==> src/rtl/packet_splitter.sv <==
// rtl/packet_splitter.sv - queues 68-bit routed packets and serialises each into four 17-bit-data flits
module packet_splitter #(
    parameter int NODE_COUNT      = 8,
    parameter int PACKET_ID_WIDTH = 5,
    parameter int QUEUE_DEPTH     = 4,
    localparam int NODE_W = $clog2(NODE_COUNT),
    localparam int ID_W   = PACKET_ID_WIDTH,
    localparam int FW     = 1 + 2*NODE_W + ID_W + 17 + 2,
    localparam int CNT_W  = $clog2(QUEUE_DEPTH) + 1
) (
    input  logic              clk,
    input  logic              rst_n,
    input  logic              ce,
    input  logic              valid_in,
    output logic              ready_out,
    input  logic [67:0]       packet_in,
    input  logic [NODE_W-1:0] node_start_in,
    input  logic [NODE_W-1:0] node_dest_in,
    input  logic [ID_W-1:0]   packet_id_in,
    output logic [FW-1:0]     flit_out,
    output logic              flit_valid,
    input  logic              flit_ready,
    output logic [CNT_W-1:0]  queue_count,
    output logic              busy
);

    localparam int PTR_W = $clog2(QUEUE_DEPTH);

    typedef enum logic {S_IDLE, S_SEND} state_t;

    state_t state, state_nxt;

    // Packet queue storage and bookkeeping
    logic [67:0]       q_pkt   [QUEUE_DEPTH];
    logic [NODE_W-1:0] q_start [QUEUE_DEPTH];
    logic [NODE_W-1:0] q_dest  [QUEUE_DEPTH];
    logic [ID_W-1:0]   q_id    [QUEUE_DEPTH];
    logic [PTR_W-1:0]  wr_ptr, rd_ptr;
    logic [CNT_W-1:0]  count;

    // In-flight packet: the flits still to be presented after the current one
    logic [1:0]        idx;
    logic [50:0]       rest;
    logic [NODE_W-1:0] cur_start, cur_dest;
    logic [ID_W-1:0]   cur_id;
    logic [FW-1:0]     flit_q;
    logic              flit_valid_q;

    logic full, empty, push, take;
    logic load, advance, finish, pop, bypass, wr;
    logic [67:0]       src_pkt;
    logic [NODE_W-1:0] src_start, src_dest;
    logic [ID_W-1:0]   src_id;

    assign full      = (count == CNT_W'(QUEUE_DEPTH));
    assign empty     = (count == '0);
    assign ready_out = !full;
    assign push      = valid_in && ready_out && ce;
    assign take      = flit_valid_q && flit_ready && ce;

    // A packet arriving at an idle, empty block is loaded straight into the
    // serialiser so its first flit appears on the very next cycle.
    assign bypass = load && empty;
    assign pop    = load && !empty;
    assign wr     = push && !bypass;

    assign src_pkt   = empty ? packet_in     : q_pkt[rd_ptr];
    assign src_start = empty ? node_start_in : q_start[rd_ptr];
    assign src_dest  = empty ? node_dest_in  : q_dest[rd_ptr];
    assign src_id    = empty ? packet_id_in  : q_id[rd_ptr];

    // State register
    always_ff @(posedge clk or negedge rst_n) begin
        if (!rst_n) begin
            state <= S_IDLE;
        end else begin
            state <= state_nxt;
        end
    end

    // Next-state: leave IDLE when a packet is available, return after the last flit if nothing waits
    always_comb begin
        state_nxt = state;
        case (state)
            S_IDLE: if (ce && (!empty || push)) state_nxt = S_SEND;
            S_SEND: if (take && idx == 2'd3 && empty) state_nxt = S_IDLE;
            default: state_nxt = S_IDLE;
        endcase
    end

    // Control decode: load a new packet, step to the next flit, or drop flit_valid
    always_comb begin
        load    = 1'b0;
        advance = 1'b0;
        finish  = 1'b0;
        case (state)
            S_IDLE: load = ce && (!empty || push);
            S_SEND: begin
                if (take) begin
                    if (idx != 2'd3) advance = 1'b1;
                    else if (!empty) load = 1'b1;
                    else finish = 1'b1;
                end
            end
            default: ;
        endcase
    end

    // Queue pointers and occupancy
    always_ff @(posedge clk or negedge rst_n) begin
        if (!rst_n) begin
            wr_ptr <= '0;
            rd_ptr <= '0;
            count  <= '0;
        end else begin
            if (wr)  wr_ptr <= wr_ptr + 1'b1;
            if (pop) rd_ptr <= rd_ptr + 1'b1;
            count <= count + CNT_W'(wr) - CNT_W'(pop);
        end
    end

    // Queue entry storage; contents are meaningless until written so no reset is needed
    always_ff @(posedge clk) begin
        if (wr) begin
            q_pkt[wr_ptr]   <= packet_in;
            q_start[wr_ptr] <= node_start_in;
            q_dest[wr_ptr]  <= node_dest_in;
            q_id[wr_ptr]    <= packet_id_in;
        end
    end

    // Serialiser: registered flit word, shifted payload and routing fields of the in-flight packet
    always_ff @(posedge clk or negedge rst_n) begin
        if (!rst_n) begin
            idx          <= '0;
            rest         <= '0;
            cur_start    <= '0;
            cur_dest     <= '0;
            cur_id       <= '0;
            flit_q       <= '0;
            flit_valid_q <= 1'b0;
        end else if (load) begin
            idx          <= 2'd0;
            rest         <= src_pkt[50:0];
            cur_start    <= src_start;
            cur_dest     <= src_dest;
            cur_id       <= src_id;
            flit_q       <= {1'b1, src_dest, src_pkt[67:51], src_id, src_start, 2'd0};
            flit_valid_q <= 1'b1;
        end else if (advance) begin
            idx          <= idx + 2'd1;
            rest         <= {rest[33:0], 17'd0};
            flit_q       <= {1'b1, cur_dest, rest[50:34], cur_id, cur_start, idx + 2'd1};
        end else if (finish) begin
            flit_q       <= '0;
            flit_valid_q <= 1'b0;
        end
    end

    assign flit_out    = flit_q;
    assign flit_valid  = flit_valid_q;
    assign queue_count = count;
    assign busy        = !empty || (state != S_IDLE);

endmodule

==> config.mk <==
export PLATFORM = sky130hd
export DESIGN_NAME = packet_splitter
export DESIGN_NICKNAME = d
export VERILOG_FILES = /design/src/rtl/packet_splitter.sv
export SDC_FILE = /design/constraint.sdc
export NUM_CORES = 1
export LEC_CHECK = 0
export ABC_AREA = 1
export BUFFER_PORTS_ARGS = -buffer_cell sky130_fd_sc_hd__buf_2
export CAP_MARGIN = 0
export CELL_PAD_IN_SITES_DETAIL_PLACEMENT = 0
export CELL_PAD_IN_SITES_GLOBAL_PLACEMENT = 1
export CORE_ASPECT_RATIO = 0.5
export CORE_MARGIN = 10
export CORE_UTILIZATION = 50
export DETAILED_ROUTE_END_ITERATION = 8
export HOLD_SLACK_MARGIN = 0.03
export MAX_ROUTING_LAYER = met4
export PLACE_DENSITY_LB_ADDON = 0.1
export SYNTH_ARGS = -nofsm -noshare
export SYNTH_HDL_FRONTEND = slang
export SYNTH_SLANG_ARGS = --single-unit
==> constraint.sdc <==
create_clock -name clk -period 8.8 [get_ports clk]
set_clock_uncertainty 0.2 [all_clocks]
set_input_delay 1.32 -clock clk [delete_from_list [all_inputs] [get_ports clk]]
set_output_delay 1.32 -clock clk [all_outputs]
set_load 0.02 [all_outputs]
== After elaboration in Yosys (flattened, before gate mapping) ==
Memories as Yosys holds them, arrays and structs flattened.
Cells that the tools add are included.

* Flip-flop bits (word level): 104
* RAM bits: 316
* Input bits: 84
* Output and inout bits: 37
* Word-level logic and storage cells: 75
* Memories kept: 4

* Add/sub/neg operators: 5
* Eq/ne operators: 4
* Mux-type cells: 30
* Bitwise gates (word level): 1
* Reductions and logical operators: 20

{| class="wikitable"
|+ Memory list
! memory !! words !! width !! read ports !! clocked after Yosys merged registers in !! wr ports !! line !! text
|-
| q_pkt || 4 || 68 || 1 || 0 || 1 || 34 || <nowiki>logic [67:0] q_pkt [QUEUE_DEPTH];</nowiki>
|-
| q_id || 4 || 5 || 1 || 0 || 1 || 37 || <nowiki>logic [ID_W-1:0] q_id [QUEUE_DEPTH];</nowiki>
|-
| q_dest || 4 || 3 || 1 || 0 || 1 || 36 || <nowiki>logic [NODE_W-1:0] q_dest [QUEUE_DEPTH];</nowiki>
|-
| q_start || 4 || 3 || 1 || 0 || 1 || 35 || <nowiki>logic [NODE_W-1:0] q_start [QUEUE_DEPTH];</nowiki>
|}

{| class="wikitable"
|+ Operators by type and width
! operator !! number
|-
| 2-to-1 mux 51 bit || 2
|-
| 2-to-1 mux 31 bit || 3
|-
| 2-to-1 mux 68 bit || 1
|-
| 2-to-1 mux 1 bit || 17
|-
| logical AND 1 bit || 10
|-
| adder 2 x 1 -> 2 bit, second input constant || 3
|-
| 2-to-1 mux 3 bit || 2
|-
| 2-to-1 mux 5 bit || 1
|-
| 2-to-1 mux 2 bit || 2
|-
| != test 2 bit, second input constant || 2
|-
| case mux 1 bit (2 select lines) || 2
|-
| nonzero test 2 bit || 2
|-
| adder 3 x 1 -> 3 bit || 1
|-
| == test 3 bit, second input constant || 1
|-
| zero test 1 bit || 3
|-
| zero test 3 bit || 1
|-
| nonzero test 3 bit || 1
|-
| subtractor 3 x 1 -> 3 bit || 1
|-
| == test 2 bit, second input constant || 1
|-
| logical OR 1 bit || 2
|-
| AND reduction 2 bit || 1
|-
| inverter 1 bit || 1
|}

== Logic depth before layout (Yosys ltp) ==
* Depth in word-level cells: 12
* Mapped depth: 11
* Gate-level depth less buffers: 10

== Worst setup path before layout ==
No wires, ideal clock.

* Kind: input -> register
* Start point: input ce
* End point: memory q_dest[0][0] (netlist bit), enable pin
* Library setup time: 0.517 ns
* Arrival time: 4.869 ns
* Data required time: 8.083 ns
* Setup slack: 3.214 ns
* Stages: 2
* Buffers on the path: 0
* Cell sequence: nand4_2 nor2_1

* Longest elaborated chain between the ends: 9
* Elaborated cells between the ends (all ways): 11
* Those cells by class: mux: 4; reduce/logical: 7

{| class="wikitable"
|+ Ends and longest elaborated chain
! what !! line !! text
|-
| start, declared || 13 || <nowiki>input logic ce,</nowiki>
|-
| logical AND 1 bit || 58 || <nowiki>assign push = valid_in && ready_out && ce;</nowiki>
|-
| logical OR 1 bit || 97 || <nowiki>S_IDLE: load = ce && (!empty || push);</nowiki>
|-
| logical AND 1 bit || 97 ||
|-
| case mux 1 bit (2 select lines) || 96 || <nowiki>case (state)</nowiki>
|-
| logical AND 1 bit || 63 || <nowiki>assign bypass = load && empty;</nowiki>
|-
| zero test 1 bit || 65 || <nowiki>assign wr = push && !bypass;</nowiki>
|-
| logical AND 1 bit (*) || 65 ||
|-
| 2-to-1 mux 1 bit (*) || 124 || <nowiki>if (wr) begin</nowiki>
|-
| 2-to-1 mux 1 bit (not written as such) (*) || 127 || <nowiki>q_dest[wr_ptr] <= node_dest_in;</nowiki>
|-
| end, declared || 36 ||
|}

Mark *: on every way between the ends. The rest lies on a longest branch, timed or not.

== Final worst setup path ==
* Start point: register count[1], in the netlist queue_count[1]
* End point: register count[1], in the netlist queue_count[1]

* Longest elaborated chain between the ends: 12
* Elaborated cells between the ends (all ways): 18
* Those cells by class: add/sub: 2; eq/ne: 1; mux: 4; reduce/logical: 11

{| class="wikitable"
|+ Ends and longest elaborated chain
! what !! line !! text
|-
| start, declared || 39 || <nowiki>logic [CNT_W-1:0] count;</nowiki>
|-
| start signal, assigned || 118 || <nowiki>count <= count + CNT_W'(wr) - CNT_W'(pop);</nowiki>
|-
| == test 3 bit || 55 || <nowiki>assign full = (count == CNT_W'(QUEUE_DEPTH));</nowiki>
|-
| zero test 1 bit || 57 || <nowiki>assign ready_out = !full;</nowiki>
|-
| logical AND 1 bit (2 in a row) || 58 ||
|-
| logical OR 1 bit || 97 ||
|-
| logical AND 1 bit || 97 ||
|-
| case mux 1 bit (2 select lines) || 96 ||
|-
| logical AND 1 bit || 63 ||
|-
| zero test 1 bit || 65 ||
|-
| logical AND 1 bit || 65 ||
|-
| adder 3 x 1 -> 3 bit || 118 ||
|-
| subtractor 3 x 1 -> 3 bit (*) || 118 ||
|}

Marked as above.
A chain may end at the register's enable or synchronous reset.

==> metrics.csv <==
metric,value,unit
initial_utilization,0.5068,
syn_avg_cell_area,10.79,sq um
grt_max_degree,98,
fin_util,0.5692,
cpPeakStageDelay,810,ps
met2_length,20320,microns
ff2ff_path_depth,12,
yosysMostFrequentCell,nand2_1,
synth_async_sr_flop_share,0.2476,
power_density,322.3,mW/mm^2
critical_path_class,reg -> reg,
worst-slew-pin-transition,1302,ps
synth-seq-area-share,0.6921,
numCtsBuffers,38,
cts_buffer_depth,3,
fill_cells,2945,
finalSetupTns,0,ps
drive_gt1_frac,0.1372,
cap_violations,0,
rows,48,
synth_warnings,0,
root_buffer,clkbuf_16,
slew_headroom,0.1293,
drc,0,
synth_edf_count,316,
clock_latency,540,ps
topRoutingLayerUsed,met4,
grt.total_usage,0.2037,
whs,284.8,ps
cp_cell_sequence,nor2_2 > nand2_4 > buf_4 > nand2_1 > o21ai_4 > buf_4 > nand2_2 > xor2_1 > ha_1 > inv_1 > fa_1 > inv_1,
cts.clk_slew.worst_paths,70,ps
ant_nets,0,
status,"complete, no violations",
place_ws,3927,ps
dp_hpwl,24750,microns
instances_no_fill,2203,
avgViaCountPerCell,5.335,
placed_cells,2132,
slew_violations,0,
core,0.03447,sq mm
critPathLaunch,queue_count[1],
synth.ff_latch_count,420,
yosys-top-cells-count,"414 x nand2_1, 316 x edfxtp_1, 241 x nand3_1, 153 x nor2_1, 104 x dfrtp_1",
final_area,0.01962,sq mm
routabilityCongestion,0.7934,
area_delta_synth_final,12.31,%
finalHoldViolCount,0,
worstSetupStartpointType,register,
syn_area,0.01747,sq mm
vias,11750,
setup_ws,3882,ps
dieHeight,152.2,microns
synth_cell_types,30,
ctsHoldBuffers,0,
syn-num-nets,1710,
final_nets,1788,
wl_per_cell,19.61,microns
synth.largest_area_cell,edfxtp_1,
cp_data_required_time,9040,ps
wl_met1,20170,microns
post_cts_buffers,0,
portBuffers,120,
r2r_start,queue_count[1],
reg2reg_slack,3880,ps
end_kind,register,
synthTopCellsByArea,"edfxtp_1 54%, dfrtp_1 15%, nand2_1 8.9%, nand3_1 6.9%, nor2_1 3.3%",
p_leak,7.897,nW
wl,43200,microns
die-width,284.4,microns
cp_max_fo,88,
cts-htree-levels,2,
crit_path_end,queue_count[1],
rr_endpoint,queue_count[1],
antenna_found_initial,1,
cp_slowest_cell,buf_4,
finalSetupViolCount,0,
ir_drop,0.1630,mV
fin_crit_sh,0.5589,
cts.sinks,420,
period_needed,4918,ps
firstDrtPassIters,4,
grt_pass1_vias,11830,
grt_overflow,0,
met3WireLength,1945,microns
worstHoldPathType,reg -> reg,
dpl_cell_area,0.01838,sq mm
grt_pass1_wl,68270,microns
fp.dieArea,0.04327,sq mm
rsz0062_at_grt,no,
netlist.area_leader.share,0.5431,
power,6.325,mW
dr.first_iter.drc_count,970,
synthCells,1619,
ioPinCount,121,
cts_tree,yes,
ys.flop_type,edfxtp_1,
timing.fmax,203.3,MHz
cts_resized,0,
arrival,5160,ps
[state kept, by name, summed over array words and instances (netlist names)]
register and count:
q_pkt 272, rest 51, flit_out 31, q_id 20, q_dest 12, q_start 12, cur_id 5, cur_dest 3
cur_start 3, queue_count 3, idx 2, rd_ptr 2, wr_ptr 2, flit_valid 1, state 1
[worst min-delay path by stage]
stage / start / end / slack, ps / cells after the start
3_5_place_dp: rest[33] / rest[33] / 270 / 2
3_3_place_gp: idx[1] / idx[1] / 260 / 2
2_1_floorplan: idx[1] / idx[1] / 250 / 2
5_1_grt: rest[30] / rest[30] / 310 / 2
6_report: rest[33] / rest[33] / 280 / 2
4_1_cts: rest[33] / rest[33] / 290 / 2
[logic make-up (layout without fill, tap and decap cells)]
logic type,after synthesis,in the layout,share of synthesized area
DFF,420,420,0.6921
adders and majority gates,7,7,0.005442
other,0,1,0
AOI/OAI and AO/OA,164,164,0.04984
buffers and inverters,171,279,0.04239
and+or+nand+nor,851,851,0.2072
xor gates and xnor gates,6,6,0.003008
[layer usage]
layer	vias up	track usage
li1	5647	-
met1	5765	0.2748
met2	280	0.3235
met3	61	0.03082
met4	0	0.04665
met5	-	-
[power breakdown]
group	switching (mW)	internal (mW)	total [mW]
sequential	0.230	2.51	2.74
combinational	1.34	0.569	1.91
clock	0.718	0.958	1.68
total	2.28	4.04	6.32
[layout by cell type, fill, tap and decap left out, types with 2 or more instances in the layout]
cell,n
dfrtp_1,102
xor2_1,3
nor2_4,6
nand3_1,241
o21ai_1,23
clkbuf_16,41
nand2_1,414
edfxtp_1,316
clkbuf_1,12
nor2_1,149
nand4_2,2
clkinv_1,7
buf_2,119
ha_1,6
a21oi_1,29
or2_2,34
buf_4,17
o21ai_0,92
clkbuf_8,2
clkinv_2,4
xnor2_1,3
a21boi_0,17
inv_1,71
bufinv_16,3
[layout make-up]
cell class                 count  area (sq um)  area share
timing repair buffer         136         723.2     0.03686
clock buffer                  55          1099     0.05598
clock inverter                15         143.9    0.007333
inverter                      73         276.5     0.01409
antenna                        1         2.502   0.0001275
sequential                   420         12100      0.6165
multi-input combinational   1028          4687      0.2389
tap                          475         594.3     0.03029
[critical path: cells and delay by family (launching register included)]
family	cells	cell delay, ps
and+or+nand+nor	4	850
DFF	1	450
xor gates and xnor gates	1	190
buffers and inverters	4	1670
adders and majority gates	2	680
AOI/OAI and AO/OA	1	680
No activity file was read; power rests on OpenSTA's default activity.
